### src/rtl/freq_meter_pkg.sv
// Shared constants and helpers for the frequency-meter input path.
// The prescaler and the gate-signal path both import this package.
package freq_meter_pkg;

    localparam int MAX_SEL_DEF     = 8;
    localparam int DEFAULT_SEL_DEF = 4;
    localparam int LOST_CYCLES_DEF = 50_000_000;

    // What the divider does with its phase state in a given clk cycle.
    typedef enum logic [2:0] {
        STEP_IDLE,
        STEP_CLEAR,
        STEP_RESTART,
        STEP_BYPASS,
        STEP_COUNT
    } step_e;

    function automatic int unsigned clamp_sel(input int unsigned sel, input int unsigned max_sel);
        return (sel > max_sel) ? max_sel : sel;
    endfunction

    // Input rising edges per output half-period, minus one, for log2 ratio k.
    function automatic int unsigned half_minus1(input int unsigned k);
        return (k == 0) ? 0 : (32'd1 << (k - 1)) - 1;
    endfunction

endpackage

### src/rtl/sync_edge_detect.sv
// Three-flop synchroniser for an asynchronous input, with rise/fall strobes
// taken between the second and third stages.
module sync_edge_detect (
    input  logic clk,
    input  logic rst,
    input  logic d,
    output logic q,
    output logic rise,
    output logic fall
);

    logic [2:0] sync_q;
    logic [2:0] sync_d;

    always_comb begin
        sync_d = {sync_q[1:0], d};
    end

    always_ff @(posedge clk or negedge rst) begin
        if (!rst) begin
            sync_q <= '0;
        end else begin
            sync_q <= sync_d;
        end
    end

    assign q    = sync_q[2];
    assign rise = sync_q[1] & ~sync_q[2];
    assign fall = ~sync_q[1] & sync_q[2];

endmodule

### src/rtl/signal_prescaler.sv
// Runtime-programmable 2^k prescaler for the frequency-meter input, with
// glitch-free ratio changes, input-loss detection and range flagging.
module signal_prescaler
    import freq_meter_pkg::*;
#(
    parameter int MAX_SEL     = MAX_SEL_DEF,
    parameter int SEL_W       = 4,
    parameter int DEFAULT_SEL = DEFAULT_SEL_DEF,
    parameter int LOST_CYCLES = LOST_CYCLES_DEF,
    parameter int LOST_W      = 26
) (
    input  logic             clk,
    input  logic             rst,
    input  logic             en,
    input  logic             signal_in,
    input  logic [SEL_W-1:0] div_sel,
    output logic             div_out,
    output logic             out_rise,
    output logic [SEL_W-1:0] active_sel,
    output logic             sig_lost,
    output logic             sel_err
);

    localparam int CNT_W = (MAX_SEL > 1) ? MAX_SEL - 1 : 1;
    localparam logic [LOST_W-1:0] LOST_LIM = LOST_W'(LOST_CYCLES);

    logic             sync_s3;
    logic             in_rise;
    logic             fall_unused;

    logic [CNT_W-1:0]  cnt_q, cnt_d;
    logic              div_out_q, div_out_d;
    logic              out_rise_q, out_rise_d;
    logic [SEL_W-1:0]  active_sel_q, active_sel_d;
    logic [LOST_W-1:0] loss_q, loss_d;
    logic              sig_lost_q, sig_lost_d;
    logic              sel_err_q, sel_err_d;

    logic [SEL_W-1:0]  req;
    logic [CNT_W-1:0]  half_m1;
    logic              bypass;
    logic              boundary;
    step_e             step;

    // The fall strobe is only consumed by the gate-signal path.
    sync_edge_detect u_sync (
        .clk  (clk),
        .rst  (rst),
        .d    (signal_in),
        .q    (sync_s3),
        .rise (in_rise),
        .fall (fall_unused)
    );

    always_comb begin
        req       = SEL_W'(clamp_sel(32'(div_sel), MAX_SEL));
        sel_err_d = 32'(div_sel) > 32'(MAX_SEL);
        half_m1   = CNT_W'(half_minus1(32'(active_sel_q)));
        bypass    = (active_sel_q == '0);
        // A ratio may only switch where the output is low and the phase is at its start.
        boundary  = bypass ? ~sync_s3 : (~div_out_q && (cnt_q == '0) && ~in_rise);
        loss_d    = loss_q;
        sig_lost_d = sig_lost_q;
        step      = STEP_IDLE;
        if (!en) begin
            loss_d     = '0;
            sig_lost_d = 1'b0;
            step       = STEP_CLEAR;
        end else begin
            if (in_rise) begin
                loss_d = '0;
            end else if (loss_q != LOST_LIM) begin
                loss_d = loss_q + LOST_W'(1);
            end
            sig_lost_d = (loss_d == LOST_LIM);
            if (sig_lost_d || ((req != active_sel_q) && boundary)) begin
                step = STEP_RESTART;
            end else if (bypass) begin
                step = STEP_BYPASS;
            end else if (in_rise) begin
                step = STEP_COUNT;
            end
        end
    end

    always_comb begin
        cnt_d        = cnt_q;
        div_out_d    = div_out_q;
        active_sel_d = active_sel_q;
        unique case (step)
            STEP_CLEAR, STEP_RESTART: begin
                cnt_d        = '0;
                div_out_d    = 1'b0;
                active_sel_d = req;
            end
            STEP_BYPASS: begin
                cnt_d     = '0;
                div_out_d = sync_s3;
            end
            STEP_COUNT: begin
                if (cnt_q == half_m1) begin
                    cnt_d     = '0;
                    div_out_d = ~div_out_q;
                end else begin
                    cnt_d = cnt_q + CNT_W'(1);
                end
            end
            default: begin
            end
        endcase
        out_rise_d = div_out_d & ~div_out_q;
    end

    always_ff @(posedge clk or negedge rst) begin
        if (!rst) begin
            cnt_q        <= '0;
            div_out_q    <= 1'b0;
            out_rise_q   <= 1'b0;
            active_sel_q <= SEL_W'(DEFAULT_SEL);
            loss_q       <= '0;
            sig_lost_q   <= 1'b0;
            sel_err_q    <= 1'b0;
        end else begin
            cnt_q        <= cnt_d;
            div_out_q    <= div_out_d;
            out_rise_q   <= out_rise_d;
            active_sel_q <= active_sel_d;
            loss_q       <= loss_d;
            sig_lost_q   <= sig_lost_d;
            sel_err_q    <= sel_err_d;
        end
    end

    assign div_out    = div_out_q;
    assign out_rise   = out_rise_q;
    assign active_sel = active_sel_q;
    assign sig_lost   = sig_lost_q;
    assign sel_err    = sel_err_q;

endmodule
### config.mk
export PLATFORM = sky130hd
export DESIGN_NAME = signal_prescaler
export DESIGN_NICKNAME = d
export VERILOG_FILES = /design/src/rtl/freq_meter_pkg.sv /design/src/rtl/sync_edge_detect.sv /design/src/rtl/signal_prescaler.sv
export SDC_FILE = /design/constraint.sdc
export NUM_CORES = 1
export LEC_CHECK = 0
export ABC_AREA = 1
export ABC_CLOCK_PERIOD_IN_PS = 3350
export CAP_MARGIN = 30
export CELL_PAD_IN_SITES_DETAIL_PLACEMENT = 2
export CELL_PAD_IN_SITES_GLOBAL_PLACEMENT = 2
export CORE_ASPECT_RATIO = 0.8
export CORE_MARGIN = 10
export CORE_UTILIZATION = 36
export CTS_CLUSTER_DIAMETER = 100
export DETAILED_ROUTE_END_ITERATION = 7
export DONT_BUFFER_PORTS = 1
export PLACE_DENSITY_LB_ADDON = 0.1
export SYNTH_ARGS = -nofsm -noshare
export SYNTH_HDL_FRONTEND = slang
export SYNTH_SLANG_ARGS = --single-unit
export TNS_END_PERCENT = 1
### constraint.sdc
create_clock -name clk -period 3.35 [get_ports clk]
set_clock_uncertainty 0.1 [all_clocks]
set_input_delay 0.5025 -clock clk [delete_from_list [all_inputs] [get_ports clk]]
set_output_delay 0.5025 -clock clk [all_outputs]
set_load 0.02 [all_outputs]
[Yosys cells after proc, flatten, opt, wreduce, memory -nomap -nowiden]
Index checks and enable logic that the tools add are counted.
Operators by class
  $add $sub $neg: 4
  $lt $le $gt $ge: 1
  eq/ne operators: 8
  shifts and indexed selects: 1
  mux-type cells: 16
  bitwise gates (word level): 5
  reductions and logical operators: 9
Operators by type and width (number)
  2-to-1 mux 26 bit: 4
  << shifter 1 x 32 -> 7 bit, first input constant: 1
  adder 26 x 1 -> 26 bit, second input constant: 1
  equality test 26 bit, second input constant: 1
  != test 26 bit, second input constant: 1
  2-to-1 mux 7 bit: 2
  case mux 7 bit (2 select lines): 1
  2-to-1 mux 3 bit: 4
  adder 7 x 1 -> 7 bit, second input constant: 1
  equality test 7 bit: 1
  logical NOT 7 bit: 1
  subtractor 7 x 1 -> 7 bit, second input constant: 1
  equality test 3 x 2 -> 1 bit, second input constant: 2
  subtractor 4 x 1 -> 5 bit, second input constant: 1
  > comparator 4 bit, second input constant: 1
  logical NOT 4 bit: 1
  2-to-1 mux 4 bit: 1
  != test 4 bit: 1
  equality test 3 x 1 -> 1 bit, second input constant: 1
  equality test 3 bit, second input constant: 1
  logical AND 1 bit: 3
  2-to-1 mux 1 bit: 3
  NOT 1 bit: 3
  case mux 1 bit (3 select lines): 1
  other kinds (5): 6
Storage, ports and cells
  flip-flop bits (word level): 44
  input bits: 8
  output and inout port bits: 8
  word-level logic and storage cells: 52

[Depth between registers and ports, before layout]
  word-level depth: 13
  gate-level depth with buffers: 20
  depth with buffers taken out: 20

[Hierarchy]
A second synthesis with hierarchy kept.
Unflattened totals
  cell total of the unflattened synthesis: 469
  area total of the unflattened synthesis: 3256.9 um2
By module, submodules not included
  signal_prescaler: times used 1, cells an instance 462, area an instance 3166.8 um2, seq. area each 1027.2 um2
  sync_edge_detect: times used 1, cells an instance 7, area an instance 90.1 um2, seq. area each 75.1 um2

[Worst setup path after synthesis]
Ideal clock, no wire load.
  path kind: register to register
  start: register active_sel_q[0] (netlist: active_sel[0])
  end: register out_rise_q (netlist: out_rise)
  arrival time: 2728 ps
  data required time: 3180 ps
  path slack: 452 ps
  cell stages (with the launch flop): 19
  path buffers: 0
  clock period less this slack: 2898 ps
  cells stage by stage: dfrtp_1 inv_1 ha_1 xnor2_1 inv_1 nor2_4 nand2_1 ha_1 nor2_1 xor2_1 nand3_1 nor2_1 and2_1 nand3_2 nand2_1 nand3_1 nand2_1 nand2_2 nor2_2
Between the ends
  cells in the longest elaborated chain, start to end: 10
  elaborated cells on any way between the ends: 21
  classes of those cells: add/sub: 2; eq/ne: 6; shift: 1; mux: 7; bitwise: 1; reduce/logical: 4
RTL lines
  start: declaration: line signal_prescaler.sv:34  | logic [SEL_W-1:0] active_sel_q, active_sel_d;
  start signal: assignment: line signal_prescaler.sv:119  | active_sel_q <= SEL_W'(DEFAULT_SEL);
  start signal: assignment: line signal_prescaler.sv:127  | active_sel_q <= active_sel_d;
  branches (longest 8 deep; another with subtractor 7 x 1 -> 7 bit)
  case mux 1 bit (3 select lines) *: line signal_prescaler.sv:90  | unique case (step)
  AND 1 bit *: line signal_prescaler.sv:111  | out_rise_d = div_out_d & ~div_out_q;
  named net out_rise_d: line signal_prescaler.sv:33  | logic out_rise_q, out_rise_d;
  end signal: assignment: line signal_prescaler.sv:126  | out_rise_q <= out_rise_d;
  end: declaration: line signal_prescaler.sv:33
Mark *: on every way through the listed nets, which the timed path passes.
A chain may end at the register's enable or synchronous reset.

[Worst setup path in the final report]
  start: register active_sel_q[2] (netlist: active_sel[2])
  end: register out_rise_q (netlist: out_rise)
Same word-level chain as after synthesis.

==> metrics.cfg <==
[sta]
grt_setup_unrepaired=no
max_slew.worst_pin.slew_ns=0.7286
setup_total_negative_slack_ns=0
final.setup.worst_slack_ns=0.3389
hold-worst-slack_ns=0.1107
number_of_max_slew_violations_in_the_final_report=0
final_min_period_over_clock_period_pct=89.88
period_needed_ns=3.011
report.final.hold_viol_count=0
endpoints_failing_setup=0
max_freq_mhz=332.1
slew-limit-headroom_pct=51.05

[placement]
detailedPlace.worstSlack_ns=0.2693
dpl-instance-area_um2=3378
globalplace.congestion=0.8392
port_buffers=0
detailedPlacementHpwl_um=9127

[setup_path]
worst_ep_required_time_ns=3.50
startpoint_type=register
worst_path_arrival_time_ns=3.16
slowest_stage=sky130_fd_sc_hd__dfstp_2
critical_path.top_delay_family=simple AND/OR/NAND/NOR gates
cpPeakStageDelay_ns=0.69
critical_path.max_fanout=6
crit_path_cell_trace=nor2_1 -> nand2_1 -> nand2_1 -> nor2_4 -> nand2_1 -> ha_1 -> nor2_1 -> xor2_1 -> nand3_1 -> nor2_1 -> and2_1 -> nand3_2 -> nand2_1 -> nand3_1 -> nand2_1 -> nand2_2 -> nor2_2
worstSetupPathType=register to register
setup.worst_path.end_class=register
critical_path_buffer_and_inverter_count=0
timing.critical_path.mode_cell=sky130_fd_sc_hd__nand2_1

[grt]
antenna_violations_before_repair=0
globalRouteOverflowTotal=0
first_global_vias=3538
global_route.usage.total_pct=17.59
grt_first_pass_wirelength_um=18910
grt_start_max_net_pins=45

[die]
start_util_pct=37.47
die_y_um=104.6
die_ar_um2=13150
die_x_um=125.7
fp-row-count=30
design.portCount=16
coreArea_um2=8596

[power_and_ir_drop]
internal-power_mw=0.9374
netSwitchingFraction_pct=43.14
power.leakage_nw=1.625
fin_total_pwr_mw=1.649
pwr_density_cell_nw_per_um2=468.1
power.share.combinational_pct=39.6
max-vdd-ir-drop_mv=0.2307
clockPowerShare_pct=22.6
total_switching_power_mw=0.7112
sequentialPowerShare_pct=37.8

[worst_hold_path]
hold_crit_class=input pin to register

[synth]
post_synthesis_cells=471
seq_area_frac_synth_pct=34.23
synth_enable_flop_cells=0
post_synth_num_cell_types=39
async_s_r_ff_share_synth_pct=100.0
ffs_latches_synth=44
mappedNetlistNets=486
yosysWarningCount=0
post_synth.cell_area_avg_um2=6.838
synth_area_um2=3221
synth_flop_cell=sky130_fd_sc_hd__dfrtp_1

[flow_run]
cap_viol_max_count=0

[clock_tree]
cts_num_sinks=44
clock-root-buffer=sky130_fd_sc_hd__clkbuf_8
cts_made_buffers=5
clk-insertion-delay-late_ns=0.32
clk_pin_slew_ns=0.09
clock_tree_from_tritoncts=done
cts_max_level=2
cts.repair_timing.setup_buffer_count=0
clock_tree.buffer_depth=2

[detailed_routing]
ant_nets=0
drt-initial-drc-count=213
avgViaCountPerCell=5.361
detail_route.drc_violations=0
dr_total_vias=3174
finalWirelength_um=11440
wl_per_cell_um=19.33
length_of_the_first_detailed_routing_pass_in_iterations=4

[final_layout]
finish.net_count=494
antenna_cells_inserted=0
layout_commonest_cell=sky130_fd_sc_hd__nand2_1
post-route-cell-area_um2=3522
area_grow_syn2layout_pct=9.363
most-common-layout-cells=sky130_fd_sc_hd__nand2_1 (112), sky130_fd_sc_hd__nor2_1 (77), sky130_fd_sc_hd__nand3_1 (63)
layout-drive-gt1-share_pct=11.04

[run_status]
outcome=finished, final reports clean

[cells in the mapped netlist (5+ instances only)]
cell,instances,share of area [%]
sky130_fd_sc_hd__nand2_1,112,13
sky130_fd_sc_hd__nor2_1,77,9.0
sky130_fd_sc_hd__nand3_1,63,9.8
sky130_fd_sc_hd__inv_1,45,5.2
sky130_fd_sc_hd__dfrtp_1,43,33
sky130_fd_sc_hd__nor3_1,12,1.9
sky130_fd_sc_hd__o21ai_0,11,1.7
sky130_fd_sc_hd__xor2_1,11,3.0
sky130_fd_sc_hd__nor2_2,10,1.9
sky130_fd_sc_hd__a21oi_1,9,1.4
sky130_fd_sc_hd__nand4_1,8,1.6
sky130_fd_sc_hd__ha_1,7,2.7
sky130_fd_sc_hd__nand2_2,7,1.4
sky130_fd_sc_hd__xnor2_1,6,1.6
sky130_fd_sc_hd__o22ai_1,5,0.97
[power groups by stage]
stage	logic [mW]	clock network, mW	registers [mW]
5_1_grt	0.753	0.404	0.631
3_3_place_gp	0.596	0	0.632
3_5_place_dp	0.628	0	0.635
6_report	0.653	0.372	0.624
2_1_floorplan	0.452	0	0.631
4_1_cts	0.650	0.381	0.625
[kinds of logic after synthesis]
family | share of synthesized area (%)
adder cells (fa/ha/maj) | 2.719
AO/OA/AOI/OAI | 6.333
AND/OR/NAND/NOR | 44.60
buffers and inverters | 6.993
XOR/XNOR | 5.128
flip-flops | 34.23
[layout make-up]
cell class	count	area [um2]
inverters	52	197.7
flip-flops and latches	44	1102
well taps	112	140.1
repair buffers	8	82.58
clock inverters	1	7.507
fillers	1053	5074
multi-input cells	368	1906
clock buffers	7	86.33
[metal layers]
layer  global-route usage [%]  up-vias  share of wire, %
met1                    25.61     1584                52
met4                    3.490        0              0.71
met5                        0        -                 0
met2                    26.41       40                43
met3                    3.131        7               4.3
li1                         -     1543                 -
[worst paths after layout]
kind | start | end | slack (ns) | cells past startpoint
setup / recovery | active_sel[2]$_DFFE_PN1P_ | out_rise$_DFF_PN0_ | 0.34 | 17
hold / removal | signal_in | u_sync.sync_q[0]$_DFF_PN0_ | 0.11 | 0
setup reg to reg | active_sel[2]$_DFFE_PN1P_ | out_rise$_DFF_PN0_ | 0.34 | 17
hold reg to reg | u_sync.sync_q[0]$_DFF_PN0_ | u_sync.sync_q[1]$_DFF_PN0_ | 0.27 | 0
max in group asynchronous | rst | active_sel[2]$_DFFE_PN1P_ | 2.28 | 2
min in group asynchronous | rst | loss_q[24]$_DFF_PN0_ | 0.57 | 2
[state kept, by name, summed over array words and instances (netlist names)]
signal and count:
out_rise 1, cnt_q 7, active_sel 4, div_out 1
sel_err 1, sig_lost 1, loss_q 26, u_sync.sync_q 3
[through the flow]
step | instances | utilization [%]
after global routing | 592 | 40.98
final | 592 | 40.98
after floorplan | 471 | -
after global placement | 582 | 39.30
after CTS | 592 | 40.83
after detailed placement | 582 | 39.30
[worst register-to-register path: stages (launching register included)]
cell                      delay, ns
sky130_fd_sc_hd__dfstp_2       0.69
sky130_fd_sc_hd__nor2_1        0.10
sky130_fd_sc_hd__nand2_1       0.14
sky130_fd_sc_hd__nand2_1       0.12
sky130_fd_sc_hd__nor2_4        0.13
sky130_fd_sc_hd__nand2_1       0.11
sky130_fd_sc_hd__ha_1          0.32
sky130_fd_sc_hd__nor2_1        0.15
sky130_fd_sc_hd__xor2_1        0.17
sky130_fd_sc_hd__nand3_1       0.09
sky130_fd_sc_hd__nor2_1        0.13
sky130_fd_sc_hd__and2_1        0.15
sky130_fd_sc_hd__nand3_2       0.13
sky130_fd_sc_hd__nand2_1       0.09
sky130_fd_sc_hd__nand3_1       0.07
sky130_fd_sc_hd__nand2_1       0.12
sky130_fd_sc_hd__nand2_2       0.08
sky130_fd_sc_hd__nor2_2        0.07
[timing repair]
action,CTS,global route
endpoints found under the hold margin,44,0
gates resized for setup,0,3
hold buffers,2,0
setup endpoints to repair,0,6
No activity file was read; power rests on OpenSTA's default activity.
